===== src/rtl/seq_detector_param_pkg.sv =====
// Shared helpers for the parametrised serial pattern detector.
// All functions are evaluated at elaboration time to build constant tables.
package seq_det_pkg;

    function automatic int state_w(int pat_w);
        return $clog2(pat_w + 1);
    endfunction

    // Longest suffix of (first s pattern bits + b) that is a pattern prefix.
    function automatic int next_state(logic [31:0] pattern, int pat_w,
                                      int s, logic b);
        int   res;
        int   lim;
        int   pos;
        logic ok;
        logic c;
        res = 0;
        lim = (s + 1 > pat_w) ? pat_w : s + 1;
        for (int k = 1; k <= lim; k++) begin
            ok = 1'b1;
            for (int j = 0; j < k; j++) begin
                pos = s + 1 - k + j;
                c   = (pos == s) ? b : pattern[pat_w-1-pos];
                if (c != pattern[pat_w-1-j]) ok = 1'b0;
            end
            if (ok) res = k;
        end
        return res;
    endfunction

    function automatic int fail_state(logic [31:0] pattern, int pat_w);
        int   res;
        logic ok;
        res = 0;
        for (int k = 1; k < pat_w; k++) begin
            ok = 1'b1;
            for (int j = 0; j < k; j++) begin
                if (pattern[k-1-j] != pattern[pat_w-1-j]) ok = 1'b0;
            end
            if (ok) res = k;
        end
        return res;
    endfunction

endpackage


===== src/rtl/seq_detector_param_if.sv =====
// Serial stream, counter control and detector outputs.
interface seq_detector_param_if #(
    parameter int CNT_W = 8
);
    logic             in_valid;
    logic             din;
    logic             cnt_clr;
    logic             match;
    logic [CNT_W-1:0] match_cnt;
    logic             cnt_sat;

    modport master (
        output in_valid, din, cnt_clr,
        input  match, match_cnt, cnt_sat
    );

    modport slave (
        input  in_valid, din, cnt_clr,
        output match, match_cnt, cnt_sat
    );
endinterface


===== src/rtl/seq_detector_param_sat_counter.sv =====
// Saturating event counter; a clear that coincides with an event yields 1.
module sat_counter #(
    parameter int W = 8
) (
    input  logic         clk,
    input  logic         rst,
    input  logic         inc,
    input  logic         clr,
    output logic [W-1:0] count,
    output logic         sat
);
    logic [W-1:0] count_q;
    logic [W-1:0] count_d;

    assign sat   = &count_q;
    assign count = count_q;

    always_comb begin
        count_d = count_q;
        if (clr) begin
            count_d = inc ? W'(1) : '0;
        end else if (inc && !sat) begin
            count_d = count_q + W'(1);
        end
    end

    always_ff @(posedge clk or posedge rst) begin
        if (rst) count_q <= '0;
        else     count_q <= count_d;
    end
endmodule


===== src/rtl/seq_detector_param.sv =====
// KMP-style serial pattern detector with Moore/Mealy timing,
// optional overlap and a saturating match counter.
module seq_detector_param
    import seq_det_pkg::*;
#(
    parameter int               PAT_W   = 4,
    parameter logic [PAT_W-1:0] PATTERN = 4'b1101,
    parameter bit               OVERLAP = 1'b1,
    parameter bit               MOORE   = 1'b1,
    parameter int               CNT_W   = 8
) (
    input logic                 clk,
    input logic                 rst,
    seq_detector_param_if.slave bus
);
    localparam int SW = state_w(PAT_W);
    localparam int NS = 1 << SW;
    localparam logic [SW-1:0] S_FULL = SW'(PAT_W);
    localparam logic [SW-1:0] S_FAIL = SW'(fail_state(32'(PATTERN), PAT_W));
    localparam logic [SW-1:0] S_POST = OVERLAP ? S_FAIL : '0;

    logic [SW-1:0] nxt_tbl [NS][2];

    for (genvar s = 0; s < NS; s++) begin : g_s
        for (genvar b = 0; b < 2; b++) begin : g_b
            if (s < PAT_W) begin : g_v
                assign nxt_tbl[s][b] =
                    SW'(next_state(32'(PATTERN), PAT_W, s, 1'(b)));
            end else begin : g_z
                assign nxt_tbl[s][b] = '0;
            end
        end
    end

    logic [SW-1:0] s_q;
    logic [SW-1:0] s_d;
    logic [SW-1:0] base;
    logic [SW-1:0] nxt;
    logic          match_q;
    logic          match_d;
    logic          hit;

    always_comb begin
        base = s_q;
        // Moore parks in the full state; resume from the post-match state.
        if (MOORE && s_q == S_FULL) base = S_POST;
        nxt     = nxt_tbl[base][bus.din];
        hit     = bus.in_valid && (nxt == S_FULL);
        s_d     = s_q;
        match_d = match_q;
        if (bus.in_valid) begin
            s_d     = (!MOORE && hit) ? S_POST : nxt;
            match_d = hit;
        end
    end

    always_ff @(posedge clk or posedge rst) begin
        if (rst) begin
            s_q     <= '0;
            match_q <= 1'b0;
        end else begin
            s_q     <= s_d;
            match_q <= match_d;
        end
    end

    if (MOORE) begin : g_moore
        assign bus.match = match_q;
    end else begin : g_mealy
        assign bus.match = hit && !rst;
    end

    sat_counter #(.W(CNT_W)) u_cnt (
        .clk   (clk),
        .rst   (rst),
        .inc   (hit),
        .clr   (bus.cnt_clr),
        .count (bus.match_cnt),
        .sat   (bus.cnt_sat)
    );
endmodule


===== src/flat_wrapper.sv =====
// flat-port wrapper written by rule: the top's interface ports become plain ports
module seq_detector_param_flat import seq_det_pkg::*;
#(
    parameter int               PAT_W   = 4,
    parameter logic [PAT_W-1:0] PATTERN = 4'b1101,
    parameter bit               OVERLAP = 1'b1,
    parameter bit               MOORE   = 1'b1,
    parameter int               CNT_W   = 8
)
  (clk, rst, bus_in_valid, bus_din, bus_cnt_clr, bus_match, bus_match_cnt, bus_cnt_sat);
  seq_detector_param_if #(.CNT_W(CNT_W)) bus_i ();
  input logic clk;
  input logic rst;
  input wire logic [$bits(bus_i.in_valid)-1:0] bus_in_valid;
  input wire logic [$bits(bus_i.din)-1:0] bus_din;
  input wire logic [$bits(bus_i.cnt_clr)-1:0] bus_cnt_clr;
  output wire logic [$bits(bus_i.match)-1:0] bus_match;
  output wire logic [$bits(bus_i.match_cnt)-1:0] bus_match_cnt;
  output wire logic [$bits(bus_i.cnt_sat)-1:0] bus_cnt_sat;
  assign bus_i.in_valid = bus_in_valid;
  assign bus_i.din = bus_din;
  assign bus_i.cnt_clr = bus_cnt_clr;
  assign bus_match = bus_i.match;
  assign bus_match_cnt = bus_i.match_cnt;
  assign bus_cnt_sat = bus_i.cnt_sat;
  seq_detector_param #(.PAT_W(PAT_W), .PATTERN(PATTERN), .OVERLAP(OVERLAP), .MOORE(MOORE), .CNT_W(CNT_W)) u_core (.clk(clk), .rst(rst), .bus(bus_i));
endmodule

===== config.mk =====
export PLATFORM = sky130hd
export DESIGN_NAME = seq_detector_param_flat
export DESIGN_NICKNAME = d
export VERILOG_FILES = /design/src/rtl/seq_detector_param_pkg.sv /design/src/rtl/seq_detector_param_if.sv /design/src/rtl/seq_detector_param_sat_counter.sv /design/src/rtl/seq_detector_param.sv /design/src/flat_wrapper.sv
export SDC_FILE = /design/constraint.sdc
export NUM_CORES = 1
export LEC_CHECK = 0
export CORE_MARGIN = 4
export CORE_UTILIZATION = 30
export DETAILED_ROUTE_END_ITERATION = 8
export PLACE_DENSITY_LB_ADDON = 0.05
export SLEW_MARGIN = 25
export SYNTH_ARGS = -nofsm -noshare
export SYNTH_HDL_FRONTEND = slang
export SYNTH_SLANG_ARGS = --single-unit
export TNS_END_PERCENT = 30

===== constraint.sdc =====
create_clock -name clk -period 2.6 [get_ports clk]
set_input_delay 0.39 -clock clk [delete_from_list [all_inputs] [get_ports clk]]
set_output_delay 0.39 -clock clk [all_outputs]
set_load 0.05 [all_outputs]

==> results_dict.tcl, run 1 <==
set metrics [dict create \
    fp.dieArea_um2 3130 \
    syn_inst 76 \
    cts_made_buffers 3 \
    startpoint_type "flip-flop" \
    drt_iter0_drc 12 \
    synth_area_leaders "dfrtp_1 43%, a21oi_1 7.2%, o31ai_1 5.4%" \
    yosysUniqueCellTypes 24 \
    start_util_pct 31.2 \
    grt.overflow.total 0 \
    powerDensity_nw_per_um2 559 \
    pwr-share-seq_pct 48.2 \
    period_share_pct 82.8 \
    synth_most_common_cell "dfrtp_1" \
    syn_nets 83 \
    syn-cell-area_um2 691 \
    grtUsageTotal_pct 10.7 \
    diodes 0 \
    final_antenna_net_count 0 \
    final-max-slew-violation-count 0 \
    cts_sinks 12 \
    first_pass_iters 4 \
    gp_congestion 0.774 \
    hold_viol 0 \
    synth_flop_cell "dfrtp_1" \
    status "finished clean" \
    worst_path_max_delay_cell "dlymetal6s2s_1" \
    fmax_mhz 464 \
    maxSlewHeadroom_pct 55.6 \
    fin_skew_ns 0.00368 \
    fp-row-count 17 \
    drive_gt1_share_pct 6.59 \
    end_kind "output pin" \
    cts_tree "done" \
    ff2ff_path_depth 7 \
    cts-root-buf "clkbuf_4" \
    cap_violations 0 \
    setup_viol 0 \
    yosysTopAreaCellShare_pct 43.5 \
    syn2layout_area_growth_pct 27.9 \
    tightest_slew_ns 0.659 \
    antenna_found_initial 0 \
    cts_buffer_depth 2 \
    path_depth 4 \
    clkTransAtPathRegs_ns 0.07 \
    crit_type "flip-flop to output pin" \
    port_buffers 14 \
    worstSkewPairLatency_ns 0.27 \
    slowest_delay_ns 0.46 \
    synth-edff-count 0 \
    crit_required_ns 2.21 \
    setup.worst_path.start "u_core.u_cnt.count[1]$_DFFE_PP0P_" \
    yosys.area.top_type "dfrtp_1" \
    vias 607 \
    crit_family "buffers and inverters" \
    p_switching_uw 172 \
    tns_ns 0 \
    arrival_ns 1.76 \
    die_h_um 56.0 \
    clkPwrFrac_pct 22.9 \
    intPower_uw 322 \
    ys_async_sr_fraction_pct 100 \
    viasPerCell 5.10 \
    power_uw 494 \
    grt_max_degree 19 \
    path_max_fanout 6 \
    syn_avg_cell_area_um2 9.09 \
    ys_seq_area_share_pct 43.5 \
    grt_pass1_vias 538 \
    dp_hpwl_um 1120 \
    leakagePower_nw 0.376 \
    fin_nets 100 \
    switching_share_pct 34.9 \
    routed_wl_um 1530 \
    routedWlPerCell_um 12.9 \
    power_frac_comb_pct 28.9 \
    synthTopCellsByCount "12 x dfrtp_1, 10 x a21oi_1, 7 x inv_1, 7 x o21ai_0, 6 x nand2_1" \
    yosysWarnings 0 \
    fin_crit_ns 2.15 \
    rsz0062_at_grt "no" \
    drc 0 \
    crit_buf_inv 1 \
    core-area_um2 2210 \
    grt_pass1_wl_um 2600 \
    hold_class "primary input to async pin" \
    cts_max_level 1 \
    vdd_drop_max_uv 335 \
    critical_path.cell_chain "ha_1 > nand3_1 > nor2_1 > dlymetal6s2s_1" \
    pin_count 15 \
    cts_hold_buf 0 \
    die_w_um 56.0 \
    ys_ff_latch 12 \
    rr_startpoint "u_core.s_q[1]$_DFFE_PP0P_" \
]
-- flip-flops by register name, indices dropped and copies added (netlist names) --
name and cells:
u_core.u_cnt.count 8, u_core.bus.match 1, u_core.s_q 3
-- area by class of cell --
type	count	area, um^2
Fill cell	230	1330
Multi-Input combinational cell	55	357
Sequential cell	12	300
Timing Repair Buffer	14	143
Tap cell	28	35.0
Inverter	7	26.3
Clock buffer	3	22.5
-- stage by stage --
| step | instance area (um^2) | util (%) | instances | hold WS (ns) | setup WS [ns] |
|---|---|---|---|---|---|
| after floorplan | 691 | - | 76 | 0.255 | 0.265 |
| after global placement | 858 | 38.8 | 116 | 0.512 | 0.375 |
| after detailed placement | 858 | 38.8 | 116 | 0.517 | 0.353 |
| after CTS | 881 | 39.8 | 119 | 0.452 | 0.0379 |
| after global routing | 883 | 39.9 | 119 | 0.475 | 0.231 |
| final | 883 | 39.9 | 119 | 0.424 | 0.446 |
-- layout by cell type, fill, tap and decap left out, drive strengths merged, types with 4 or more instances in the layout --
cell           count
inv                7
clkdlybuf4s50     13
o21ai              7
a21oi             10
dfrtp             12
o31ai              5
nand2              6
or4                4
-- power by group through the flow --
stage | clock network (mW) | registers [mW] | logic (mW)
global placement | 0 | 0.243 | 0.143
CTS | 0.119 | 0.238 | 0.146
detailed placement | 0 | 0.241 | 0.145
floorplan | 0 | 0.244 | 0.103
finish | 0.113 | 0.238 | 0.143
global route | 0.131 | 0.244 | 0.162
-- path summary, 6_finish.rpt --
path	slack, ns	to
min in group clk	0.52	u_core.bus.match$_DFFE_PP0P_
worst max register to register	0.53	u_core.u_cnt.count[3]$_DFFE_PP0P_
max in group asynchronous	1.85	u_core.u_cnt.count[5]$_DFFE_PP0P_
worst min register to register	0.52	u_core.bus.match$_DFFE_PP0P_
worst min-delay path	0.42	u_core.s_q[1]$_DFFE_PP0P_
worst max-delay path	0.45	bus_cnt_sat
-- what timing repair did --
| item | CTS | global route |
|---|---|---|
| setup endpoints to repair | 0 | 1 |
| buffers inserted | 0 | 0 |
| resized for setup | 0 | 1 |
-- kinds of logic after synthesis --
logic type	synth area share, %
AOI/OAI and AO/OA	22.8
and+or+nand+nor	23.7
DFF	43.5
buffers and inverters	4.89
adders and majority gates	3.62
muxes	1.45
-- routing by layer --
layer	GRT usage, %	wire length (um)	up-vias
li1	-	-	318
met1	16.3	810	274
met2	13.2	616	13
met3	4.87	89	2
met4	3.05	14	0
met5	0	0	-
(Power assumes the default switching activity.)
==> run 2: changes to the inputs <==
- clock period: 2.6 -> 1.9 ns (I/O delays scaled with it)
==> results_dict.tcl, run 2 (synthesis gave the netlist of run 1 again) <==
set metrics [dict create \
    grtUsageTotal_pct 11.7 \
    diodes 0 \
    busiest_layer "met2" \
    fp-row-count 17 \
    tightest_slew_ns 0.707 \
    grt_pass1_wl_um 2910 \
    cts-root-buf "clkbuf_4" \
    start_util_pct 31.2 \
    first_pass_iters 4 \
    gp_congestion 0.795 \
    setup.worst_path.start "u_core.s_q[1]$_DFFE_PP0P_" \
    hold_class "primary input to async pin" \
    antenna_found_initial 0 \
    power_uw 859 \
    reg2reg_to "u_core.u_cnt.count[7]$_DFFE_PP0P_" \
    grt_pass1_vias 630 \
    final_core_util_pct 47.2 \
    cts_made_buffers 3 \
    layout_commonest_cell "buf_4" \
    leakagePower_nw 0.434 \
    rsz0062_at_grt "yes" \
    final-max-slew-violation-count 0 \
    routedWlPerCell_um 13.0 \
    fin_nets 114 \
    cts_max_level 1 \
    layout_common_cells "16 x buf_4, 12 x dfrtp_1, 10 x clkdlybuf4s50_1" \
    cts_sinks 12 \
    fin_crit_ns 1.82 \
    fin_area_um2 1040 \
    cap_violations 0 \
    place_area_um2 943 \
    drc 0 \
    maxSlewHeadroom_pct 52.4 \
    vdd_drop_max_uv 758 \
    core-area_um2 2210 \
    ff2ff_path_depth 7 \
    final_antenna_net_count 0 \
    dp_hpwl_um 1210 \
    pin_count 15 \
    drive_gt1_share_pct 33.3 \
    powerDensity_nw_per_um2 822 \
    grt.overflow.total 0 \
    path_max_fanout 6 \
    period_share_pct 95.9 \
    grt_max_degree 13 \
    cts_buffer_depth 2 \
    clkTransAtPathRegs_ns 0.07 \
    crit_required_ns 2.10 \
    drt_iter0_drc 11 \
    fin_skew_ns 0.00150 \
    viasPerCell 5.20 \
    globalRouteMet1Util_pct 16.3 \
    rrSetupSlack_ns 0.08 \
    fmax_mhz 549 \
    die_h_um 56.0 \
    crit_end "u_core.u_cnt.count[7]$_DFFE_PP0P_" \
    hold_viol 0 \
    die_w_um 56.0 \
    met3_usage_pct 5.57 \
    status "finished clean" \
    startpoint_type "flip-flop" \
    cts_tree "done" \
    worstSkewPairLatency_ns 0.27 \
    met2_usage_pct 16.4 \
    routed_wl_um 1730 \
    fp.dieArea_um2 3130 \
    vias 691 \
    tns_ns 0 \
    port_buffers 14 \
    rr_startpoint "u_core.s_q[1]$_DFFE_PP0P_" \
    cts_hold_buf 0 \
    setup_viol 0 \
    crit_type "flip-flop to flip-flop" \
    end_kind "flip-flop" \
    largest_reg_flops 8 \
    syn2layout_area_growth_pct 51.3 \
    arrival_ns 2.03 \
]
## run 2: changes by cell type in the layout (fill, tap and decap cells not counted), sizes merged
cell / before / now
clkdlybuf4s50: 13 / 10
dlymetal6s2s: 1 / 0
nand3: 3 / 4
buf: 0 / 17
## run 2: power breakdown
part	switching [mW]	total, mW	internal (mW)
registers	0.0201	0.303	0.283
logic	0.205	0.404	0.199
clock network	0.0787	0.152	0.0733
## run 2: through the flow
stage / worst slack [ns] / hold WS [ns] / instances
after CTS: 0.0104 / 0.350 / 131
after detailed placement: -0.0339 / 0.519 / 126
after global placement: 0.000131 / 0.526 / 126
after global routing: -0.0204 / 0.376 / 133
final: 0.0770 / 0.322 / 133
after floorplan: -0.0532 / 0.150 / 76
## run 2: worst min-delay path by stage
stage | from | endpoint | slack, ns
2_1_floorplan | rst | u_core.bus.match$_DFFE_PP0P_ | 0.15
3_3_place_gp | u_core.bus.match$_DFFE_PP0P_ | u_core.bus.match$_DFFE_PP0P_ | 0.53
3_5_place_dp | u_core.bus.match$_DFFE_PP0P_ | u_core.bus.match$_DFFE_PP0P_ | 0.52
4_1_cts | rst | u_core.s_q[1]$_DFFE_PP0P_ | 0.35
5_1_grt | rst | u_core.bus.match$_DFFE_PP0P_ | 0.38
6_report | rst | u_core.bus.match$_DFFE_PP0P_ | 0.32
## run 2: cell type report
| cell class | count | area [um^2] |
|---|---|---|
| Clock buffer | 3 | 22.5 |
| Fill cell | 226 | 1170 |
| Inverter | 7 | 26.3 |
| Multi-Input combinational cell | 56 | 420 |
| Sequential cell | 12 | 300 |
| Tap cell | 28 | 35.0 |
| Timing Repair Buffer | 27 | 240 |
## run 2: routing by layer
layer | vias up | routed length [um]
li1 | 347 | -
met1 | 330 | 823
met2 | 12 | 791
met3 | 2 | 97
met4 | 0 | 13
met5 | - | 0
## run 2: critical path: stages (launching register included)
cell,delay (ns)
dfrtp_1,0.36
inv_2,0.06
a21oi_2,0.17
ha_4,0.23
nor2_4,0.15
nand3_4,0.12
or4_1,0.53
a21oi_2,0.14
## run 2: timing repair
item | 4_1_cts | 5_1_grt
pin swaps | 1 | 5
setup buffers | 2 | 1
gates cloned | 0 | 1
endpoints found under the setup margin | 5 | 7
resized for setup | 1 | 10
